File: src/rtl/cla_pkg.sv
// Shared types and constants for the time-shared carry-lookahead adder.
package cla_pkg;

    localparam int NIB_W = 4;

    typedef enum logic [1:0] {
        IDLE = 2'd0,
        RUN  = 2'd1,
        DONE = 2'd2
    } state_t;

endpackage

File: src/rtl/cla_nibble.sv
// Combinational 4-bit generate/propagate carry-lookahead slice.
// c3 is the carry into bit 3, exposed so the caller can derive signed overflow.
module cla_nibble
    import cla_pkg::*;
(
    input  logic [NIB_W-1:0] a,
    input  logic [NIB_W-1:0] b,
    input  logic             cin,
    output logic [NIB_W-1:0] s,
    output logic             cout,
    output logic             c3
);

    logic [NIB_W-1:0] w_g;
    logic [NIB_W-1:0] w_p;
    logic [NIB_W:0]   w_c;

    assign w_g = a & b;
    assign w_p = a ^ b;

    assign w_c[0] = cin;
    assign w_c[1] = w_g[0] | (w_p[0] & cin);
    assign w_c[2] = w_g[1] | (w_p[1] & w_g[0]) | (w_p[1] & w_p[0] & cin);
    assign w_c[3] = w_g[2] | (w_p[2] & w_g[1]) | (w_p[2] & w_p[1] & w_g[0])
                  | (w_p[2] & w_p[1] & w_p[0] & cin);
    assign w_c[4] = w_g[3] | (w_p[3] & w_g[2]) | (w_p[3] & w_p[2] & w_g[1])
                  | (w_p[3] & w_p[2] & w_p[1] & w_g[0]) | ((&w_p) & cin);

    assign s    = w_p ^ w_c[NIB_W-1:0];
    assign cout = w_c[NIB_W];
    assign c3   = w_c[NIB_W-1];

endmodule

File: src/rtl/cla_seq_adder.sv
// WIDTH-bit adder that reuses one 4-bit lookahead slice, one nibble per cycle,
// LSB first, with the inter-nibble carry held in a register.
module cla_seq_adder
    import cla_pkg::*;
#(
    parameter int WIDTH = 16
) (
    input  logic             clk,
    input  logic             rst_n,
    input  logic             in_valid,
    output logic             in_ready,
    input  logic [WIDTH-1:0] a,
    input  logic [WIDTH-1:0] b,
    input  logic             cin,
    output logic             out_valid,
    input  logic             out_ready,
    output logic [WIDTH-1:0] sum,
    output logic             cout,
    output logic             ovf,
    output logic             busy
);

    localparam int NIBBLES = WIDTH / NIB_W;
    localparam int IDX_W   = (NIBBLES > 1) ? $clog2(NIBBLES) : 1;
    localparam logic [IDX_W-1:0] LAST_IDX = IDX_W'(NIBBLES - 1);

    generate
        if (((WIDTH % NIB_W) != 0) || (WIDTH < 8)) begin : g_bad_width
            $error("cla_seq_adder: WIDTH must be a multiple of 4 and at least 8");
        end
    endgenerate

    state_t             r_state;
    state_t             w_state_nxt;
    logic [WIDTH-1:0]   r_a;
    logic [WIDTH-1:0]   r_b;
    logic [WIDTH-1:0]   r_sum;
    logic               r_carry;
    logic               r_cout;
    logic               r_ovf;
    logic [IDX_W-1:0]   r_idx;

    logic [NIB_W-1:0]   w_nib_a;
    logic [NIB_W-1:0]   w_nib_b;
    logic [NIB_W-1:0]   w_nib_s;
    logic               w_nib_cout;
    logic               w_nib_c3;

    assign w_nib_a = r_a[NIB_W*int'(r_idx) +: NIB_W];
    assign w_nib_b = r_b[NIB_W*int'(r_idx) +: NIB_W];

    cla_nibble u_nibble (
        .a    (w_nib_a),
        .b    (w_nib_b),
        .cin  (r_carry),
        .s    (w_nib_s),
        .cout (w_nib_cout),
        .c3   (w_nib_c3)
    );

    always_ff @(posedge clk or negedge rst_n) begin
        if (!rst_n) begin
            r_state <= IDLE;
        end else begin
            r_state <= w_state_nxt;
        end
    end

    always_comb begin
        w_state_nxt = r_state;
        in_ready    = 1'b0;
        out_valid   = 1'b0;
        busy        = 1'b0;
        unique case (r_state)
            IDLE: begin
                in_ready = 1'b1;
                if (in_valid) w_state_nxt = RUN;
            end
            RUN: begin
                busy = 1'b1;
                if (r_idx == LAST_IDX) w_state_nxt = DONE;
            end
            DONE: begin
                busy      = 1'b1;
                out_valid = 1'b1;
                if (out_ready) w_state_nxt = IDLE;
            end
            default: w_state_nxt = IDLE;
        endcase
    end

    // Only the final nibble's carries determine the unsigned carry and signed overflow.
    always_ff @(posedge clk or negedge rst_n) begin
        if (!rst_n) begin
            r_a     <= '0;
            r_b     <= '0;
            r_sum   <= '0;
            r_carry <= 1'b0;
            r_cout  <= 1'b0;
            r_ovf   <= 1'b0;
            r_idx   <= '0;
        end else begin
            case (r_state)
                IDLE: begin
                    if (in_valid) begin
                        r_a     <= a;
                        r_b     <= b;
                        r_carry <= cin;
                        r_idx   <= '0;
                        r_sum   <= '0;
                    end
                end
                RUN: begin
                    r_sum[NIB_W*int'(r_idx) +: NIB_W] <= w_nib_s;
                    r_carry <= w_nib_cout;
                    r_idx   <= r_idx + 1'b1;
                    if (r_idx == LAST_IDX) begin
                        r_cout <= w_nib_cout;
                        r_ovf  <= w_nib_c3 ^ w_nib_cout;
                    end
                end
                default: ;
            endcase
        end
    end

    assign sum  = r_sum;
    assign cout = r_cout;
    assign ovf  = r_ovf;

endmodule

File: config.mk
export PLATFORM = sky130hd
export DESIGN_NAME = cla_seq_adder
export DESIGN_NICKNAME = d
export VERILOG_FILES = /design/src/rtl/cla_pkg.sv /design/src/rtl/cla_nibble.sv /design/src/rtl/cla_seq_adder.sv
export SDC_FILE = /design/constraint.sdc
export NUM_CORES = 1
export LEC_CHECK = 0
export CORE_MARGIN = 2
export CORE_UTILIZATION = 40
export CTS_CLUSTER_SIZE = 30
export DETAILED_ROUTE_END_ITERATION = 6
export GPL_TIMING_DRIVEN = 0
export HOLD_SLACK_MARGIN = 0.12
export PLACE_DENSITY = 0.66
export SYNTH_ARGS = -nofsm -noshare
export SYNTH_HDL_FRONTEND = slang
export SYNTH_SLANG_ARGS = --single-unit
File: constraint.sdc
create_clock -name clk -period 4.4 [get_ports clk]
set_input_delay 1.32 -clock clk [delete_from_list [all_inputs] [get_ports clk]]
set_output_delay 1.32 -clock clk [all_outputs]
set_load 0.05 [all_outputs]
* After elaboration in Yosys (flattened, before gate mapping)
Index checks and enable logic that the tools add are counted.
** Storage, ports and cells
- Logic and storage cells :: 71
- Bits in registers :: 55
- Output and inout port bits :: 21
** Operators by class
- Bitwise gates (word level) :: 29
- Shift operators :: 4
- Reduce and logical (&&, ||, !) cells :: 8
- Eq/ne operators :: 6
- Multiplexer cells :: 14
- Add/sub/neg operators :: 2
** Operators by type and width (count)
- 4-bit negation with 33-bit output :: 1
- 4-bit by 33-bit variable shift with 16-bit output, first input constant :: 1
- 4-bit by 33-bit variable part select with 16-bit output :: 1
- 16-bit case mux with 2 select lines :: 1
- 16-bit by 5-bit variable part select with 4-bit output :: 2
- 16-bit bitwise mux :: 1
- 16-bit two-way mux :: 1
- 1-bit AND :: 15
- 1-bit OR :: 10
- 2-bit two-way mux :: 4
- 4-bit bitwise XOR :: 2
- 2-bit inequality test, second input constant :: 3
- 2-bit case mux with 3 select lines :: 1
- 2-bit AND reduction :: 3
- 4-bit AND :: 1
- 2-bit equality test, second input constant :: 2
- 1-bit two-way mux :: 4
- 2-bit case mux with 2 select lines :: 1
- 4-bit AND reduction :: 1
- 3-bit AND reduction :: 1
- 2-bit by 1-bit adder with 2-bit output, second input constant :: 1
- 2-bit by 1-bit equality test with 1-bit output, second input constant :: 1
- 2-bit zero test :: 1
- 1-bit case mux with 2 select lines :: 1
- other kinds (3) :: 3

* Logic depth before layout (Yosys ltp)
- Depth after elaboration :: 10
- Gate-level depth with buffers :: 7
- Mapped depth without buffers :: 6

* By module
A second synthesis with hierarchy kept.
** Unflattened totals
- Cells, all modules :: 214
- Area total of the unflattened synthesis :: 2881.5 um^2
** By module, submodules not included
- cla_seq_adder :: instances 1, cells an instance 196, area each 2726.4 um^2
- cla_nibble :: instances 1, cells an instance 18, area each 155.1 um^2

* Worst setup path before layout
Ideal clock, no wire load.
- Kind :: register -> register
- Start point :: reg r_idx[0]
- End point :: reg r_sum[11] (netlist: sum[11])
- Arrival time :: 2.418 ns
- Path buffers :: 1
- Clock period less this slack :: 2.539 ns
- Cell stages (with the launch flop) :: 8
- Setup slack :: 1.861 ns
- Cells stage by stage :: dfrtp_1 -> buf_4 -> mux4_2 -> ha_1 -> a211o_1 -> a21oi_4 -> xnor2_1 -> a22o_1
** Between the ends
- Cells in the longest elaborated chain, start to end :: 10
** Ends and longest elaborated chain
- start: declaration :: RTL line cla_seq_adder.sv:41 : logic [IDX_W-1:0] r_idx;
- start signal: assignment :: RTL line cla_seq_adder.sv:116 : r_idx <= r_idx + 1'b1;
- 16-bit by 5-bit variable part select with 4-bit output, on equally long branches :: RTL line cla_seq_adder.sv:49, cla_seq_adder.sv:50
- 4-bit bitwise XOR / 4-bit AND (equally long branches) :: RTL line cla_nibble.sv:19, cla_nibble.sv:18
- 1-bit AND, on equally long branches :: RTL line cla_nibble.sv:24, cla_nibble.sv:25
- 1-bit OR, or another cell as far along :: RTL line cla_nibble.sv:24 : assign w_c[3] = w_g[2] | (w_p[2] & w_g[1]) | (w_p[2] & w_p[1] & w_g[0])
- 1-bit OR / 1-bit AND (equally long branches) :: RTL line cla_nibble.sv:24, cla_nibble.sv:25
- 1-bit OR :: RTL line cla_nibble.sv:25 : | (w_p[2] & w_p[1] & w_p[0] & cin);
- 4-bit bitwise XOR :: RTL line cla_nibble.sv:29 : assign s = w_p ^ w_c[NIB_W-1:0];
- 4-bit by 33-bit variable part select with 16-bit output :: RTL line cla_seq_adder.sv:114 : r_sum[NIB_W*int'(r_idx) +: NIB_W] <= w_nib_s;
- 16-bit bitwise mux * :: RTL line cla_seq_adder.sv:114
- 16-bit case mux with 2 select lines * :: RTL line cla_seq_adder.sv:103 : case (r_state)
- end signal: indexed assignment :: RTL line cla_seq_adder.sv:114
- end: declaration :: RTL line cla_seq_adder.sv:37 : logic [WIDTH-1:0] r_sum;
Mark *: on every way between the ends. The rest lies on a longest branch, timed or not.
A chain may end at the register's enable or synchronous reset.

* Worst setup path in the final report
- Start point :: reg r_state[1]
- End point :: out in_ready
** Between the ends
- Cells in the longest elaborated chain, start to end :: 2
** Ends and longest elaborated chain
- start: declaration :: RTL line cla_seq_adder.sv:33 : state_t r_state;
- start signal: assignment :: RTL line cla_seq_adder.sv:65 : r_state <= w_state_nxt;
- 2-bit zero test :: RTL line cla_seq_adder.sv:74 : unique case (r_state)
- 1-bit two-way mux :: RTL line cla_seq_adder.sv:74
- end: declaration :: RTL line cla_seq_adder.sv:11 : output logic in_ready,
No other way between the ends.

==> summary.md <==
| Metric | Value |
|---|---|
| Drt first pass iters | `4` |
| Critical Path Fanout Max | `6` |
| Hold EP | `r_b[8]$_DFFE_PN0P_` |
| Synth warn | `0` |
| Number of CTS-inserted buffers | `5` |
| I/O Pins | `58` |
| Top cell type's share of synthesized area | `a little over half` |
| Clock skew | `roughly 0.010 ns` |
| Static Leakage | `about 1.4 nW` |
| Startpoint Class | `register` |
| CTS H-tree lvls | `2` |
| Row count | `29` |
| Yosys cell types | `36` |
| Worst setup path class | `reg2out` |
| Area contributors post-synth | `dfrtp_1, mux2_2, mux4_2` |
| CP peak stage delay | `approximately 0.84 ns` |
| Status | `finished clean` |
| Via/cell ratio | `between 5 and 6` |
| Met2 usage | `23.5%` |
| Vias in the first global route | `between 1500 and 2000` |
| Synthesized instance count | `between 150 and 200` |
| Crit path cell chain | `inv_1 -> ha_1 -> clkdlybuf4s50_1` |
| Cts hold-fix bufs | `0` |
| Max-cap violation count | `0` |
| Sw power | `~1.1 mW` |
| Yosys top cell by area | `dfrtp_1` |
| Sequential Power Share | `approximately 32%` |
| Syn nets | `between 200 and 250` |
| Share of cells above drive strength 1 | `between 20% and 30%` |
| Post-synth EDFFs | `0` |
| Hold Startpoint | `r_b[8]$_DFFE_PN0P_` |
| Asr flop ratio synth | `between 90% and 100%` |
| Vias post-DR | `approximately 1700` |
| Clock Tree Root | `clkbuf_8` |
| FF+latch count, synth | `55` |
| Core area | `6310 sq um` |
| Crit path DAT | `roughly 1.9 ns` |
| PnR Total Power | `2.54 mW` |
| Reg-to-reg endpoint | `sum[11]$_DFFE_PN0P_` |
| WP buf/inv | `2` |
| Hold Fails Final Rpt | `0` |
| Cell family with most CP delay | `buffers and inverters` |
| Drt wl/cell | `around 15 um` |
| Clk Latency, worst-skew pair | `~0.3 ns` |
| Die Height | `between 80 and 90 um` |
| Minimum clock period | `3.24 ns` |
| Crit end category | `primary output` |
| Gr ovfl total | `0` |
| Nets | `just under 300` |
| Initial antenna violation count | `0` |
| Port Buffer Count | `between 50 and 60` |
| Final Slew Violations | `0` |
| VDD IR max | `0.329 mV` |
| Largest net degree at the start of global routing | `33` |
| # DRC | `0` |
| RSZ-0062 raised after global routing | `no` |
| Die Width | `between 80 and 90 um` |
| Clock share of power | `about a tenth` |
| Synthesized area | `2590 sq um` |
| Met3 usage | `3.83%` |
| Logic gate share of total power | `between 50% and 60%` |
| Routed WL | `approximately 5000 um` |
| Hold depth | `1` |
| DP Wirelength | `around 3800 um` |
| Sum Neg Setup Slack | `0 ns` |
| CTS-repair resized insts | `0` |
| Switching portion of total power | `a little over two fifths` |
| Synthesized area per cell | `~14 sq um` |
| CTS tree | `done` |
| Die ar. | `~7000 sq um` |
| Worst-Margin Slew | `0.748 ns` |
| GRT busiest layer | `met2` |
| Post-synthesis sequential area ratio | `a little over half` |
| PwrDens | `around 760 nW/um^2` |
| GR Layer Usage met1 | `around a fifth` |
| Area grow syn2layout | `29.5%` |
| Slew headroom | `between 50 and 60%` |
| Top_reg_cell synth | `dfrtp_1` |
| Initial Utilization | `41.0%` |
| Setup slack, reg-to-reg | `roughly 1.5 ns` |
| Clk sinks | `55` |
| CTS clk-pin slew, worst paths | `roughly 0.1 ns` |
| Setup bufs post-CTS | `0` |
| Clock Path Buffers | `2` |
| Worst Path Required | `3.08 ns` |
| Antenna-violating nets left | `0` |
| Tcrit/Tclk final | `between 70% and 80%` |
| FF-to-FF path depth | `7` |
| Inserted Diodes | `0` |
| Most frequent cells in the layout | `clkdlybuf4s50_1, dfrtp_1, mux2_2` |
| Int Power | `around 1.5 mW` |
| Hold Path Class | `reg2reg` |
| Overall Global Routing Usage | `between 15 and 20%` |
| First-pass GRT wire length | `8490 um` |
| RD Place Congestion | `between 0.7 and 0.8` |
| Origin of the critical flop-to-flop path | `r_idx[0]$_DFFE_PN0P_` |
| Max frequency | `between 0.3 and 0.4 GHz` |
| 1st-iter DRT viols | `~70` |
| Slowest stage cell, crit path | `clkdlybuf4s50_1` |
| Setup violators final | `0` |
| Most common cell after layout, fill and taps aside | `clkdlybuf4s50_1` |
## per-layer routing
| metal | share of wire (%) | vias up | wire, um |
|---|---|---|---|
| met5 | 0 | - | 0 |
| met4 | 1.2 | 0 | 61 |
| met3 | 4.2 | 5 | 209 |
| met2 | 47 | 46 | 2340 |
| met1 | 47 | 853 | 2350 |
| li1 | - | 807 | - |
## cells by family (layout without fill, tap and decap cells)
group           Yosys count  count (layout)  synth area share (%)
flops                    55              55                  53.2
mux                      41              41                  21.3
compound gates           39              39                  11.6
simple gates             16              16                  3.48
fa+ha+maj                14              14                  7.06
buf+inv                  14              80                  2.37
xor+xnor                  3               3                  1.02
## worst reg2reg max path, stage by stage (launching register included)
cell     delay, ns
dfrtp_1       0.59
buf_4         0.30
mux4_2        0.59
ha_1          0.35
a211o_1       0.34
a21oi_4       0.18
xnor2_1       0.18
a22o_1        0.27
## power by group through the flow
stage	clock network [mW]	registers [mW]	logic [mW]
finish	0.269	0.815	1.46
global route	0.299	0.838	1.60
CTS	0.281	0.816	1.48
detailed placement	0	0.828	1.47
global placement	0	0.823	1.44
floorplan	0	0.874	1.03
## worst max-delay path by stage
| stage | cells after the start | end | slack [ns] | from |
|---|---|---|---|---|
| final | 3 | in_ready | 1.16 | r_state[1]$_DFFE_PN0P_ |
| after global routing | 3 | in_ready | 1.04 | r_state[1]$_DFFE_PN0P_ |
| after CTS | 3 | in_ready | 1.15 | r_state[1]$_DFFE_PN0P_ |
| after detailed placement | 7 | sum[11]$_DFFE_PN0P_ | 1.51 | r_idx[0]$_DFFE_PN0P_ |
| after global placement | 1 | r_a[9]$_DFFE_PN0P_ | 0.31 | rst_n |
| after floorplan | 7 | sum[11]$_DFFE_PN0P_ | 1.86 | r_idx[0]$_DFFE_PN0P_ |
## through the flow
step | instance area, sq um | hold WS, ns | utilization, % | setup slack, ns | cells
4_1_cts | 3350 | 0.510 | 53.1 | 1.15 | 325
5_1_grt | 3350 | 0.528 | 53.1 | 1.04 | 325
3_5_place_dp | 3270 | 0.490 | 51.8 | 1.51 | 317
2_1_floorplan | 2590 | 0.474 | - | 1.86 | 182
6_report | 3350 | 0.506 | 53.1 | 1.16 | 325
3_3_place_gp | 3260 | 0.483 | 51.6 | 0.309 | 316
## sequential cells by signal, summed over array words and instances, names as in the netlist
| name | flops |
|---|---|
| cout | 1 |
| ovf | 1 |
| r_a | 16 |
| r_b | 16 |
| r_carry | 1 |
| r_idx | 2 |
| r_state | 2 |
| sum | 16 |
## cells in the mapped netlist (2+ instances only)
cell type	instances
nand4_1	2
nand2_1	5
a21oi_1	5
xnor2_1	2
ha_1	13
a31oi_1	2
nor2_1	3
o21ai_1	4
inv_1	8
mux4_2	8
dfrtp_1	55
a22o_1	14
o21ai_0	3
mux2_2	32
a22o_2	2
buf_2	4
## final cells by class
cell class | instances | area [sq um]
tap | 77 | 96.3
clock inverter | 1 | 5.00
clock buffer | 7 | 76.3
buffer | 6 | 31.3
fill | 563 | 2960
sequential | 55 | 1380
multi-input combinational | 113 | 1150
timing repair buffer | 58 | 586
inverter | 8 | 30.0
No activity file was read; power rests on OpenSTA's default activity.
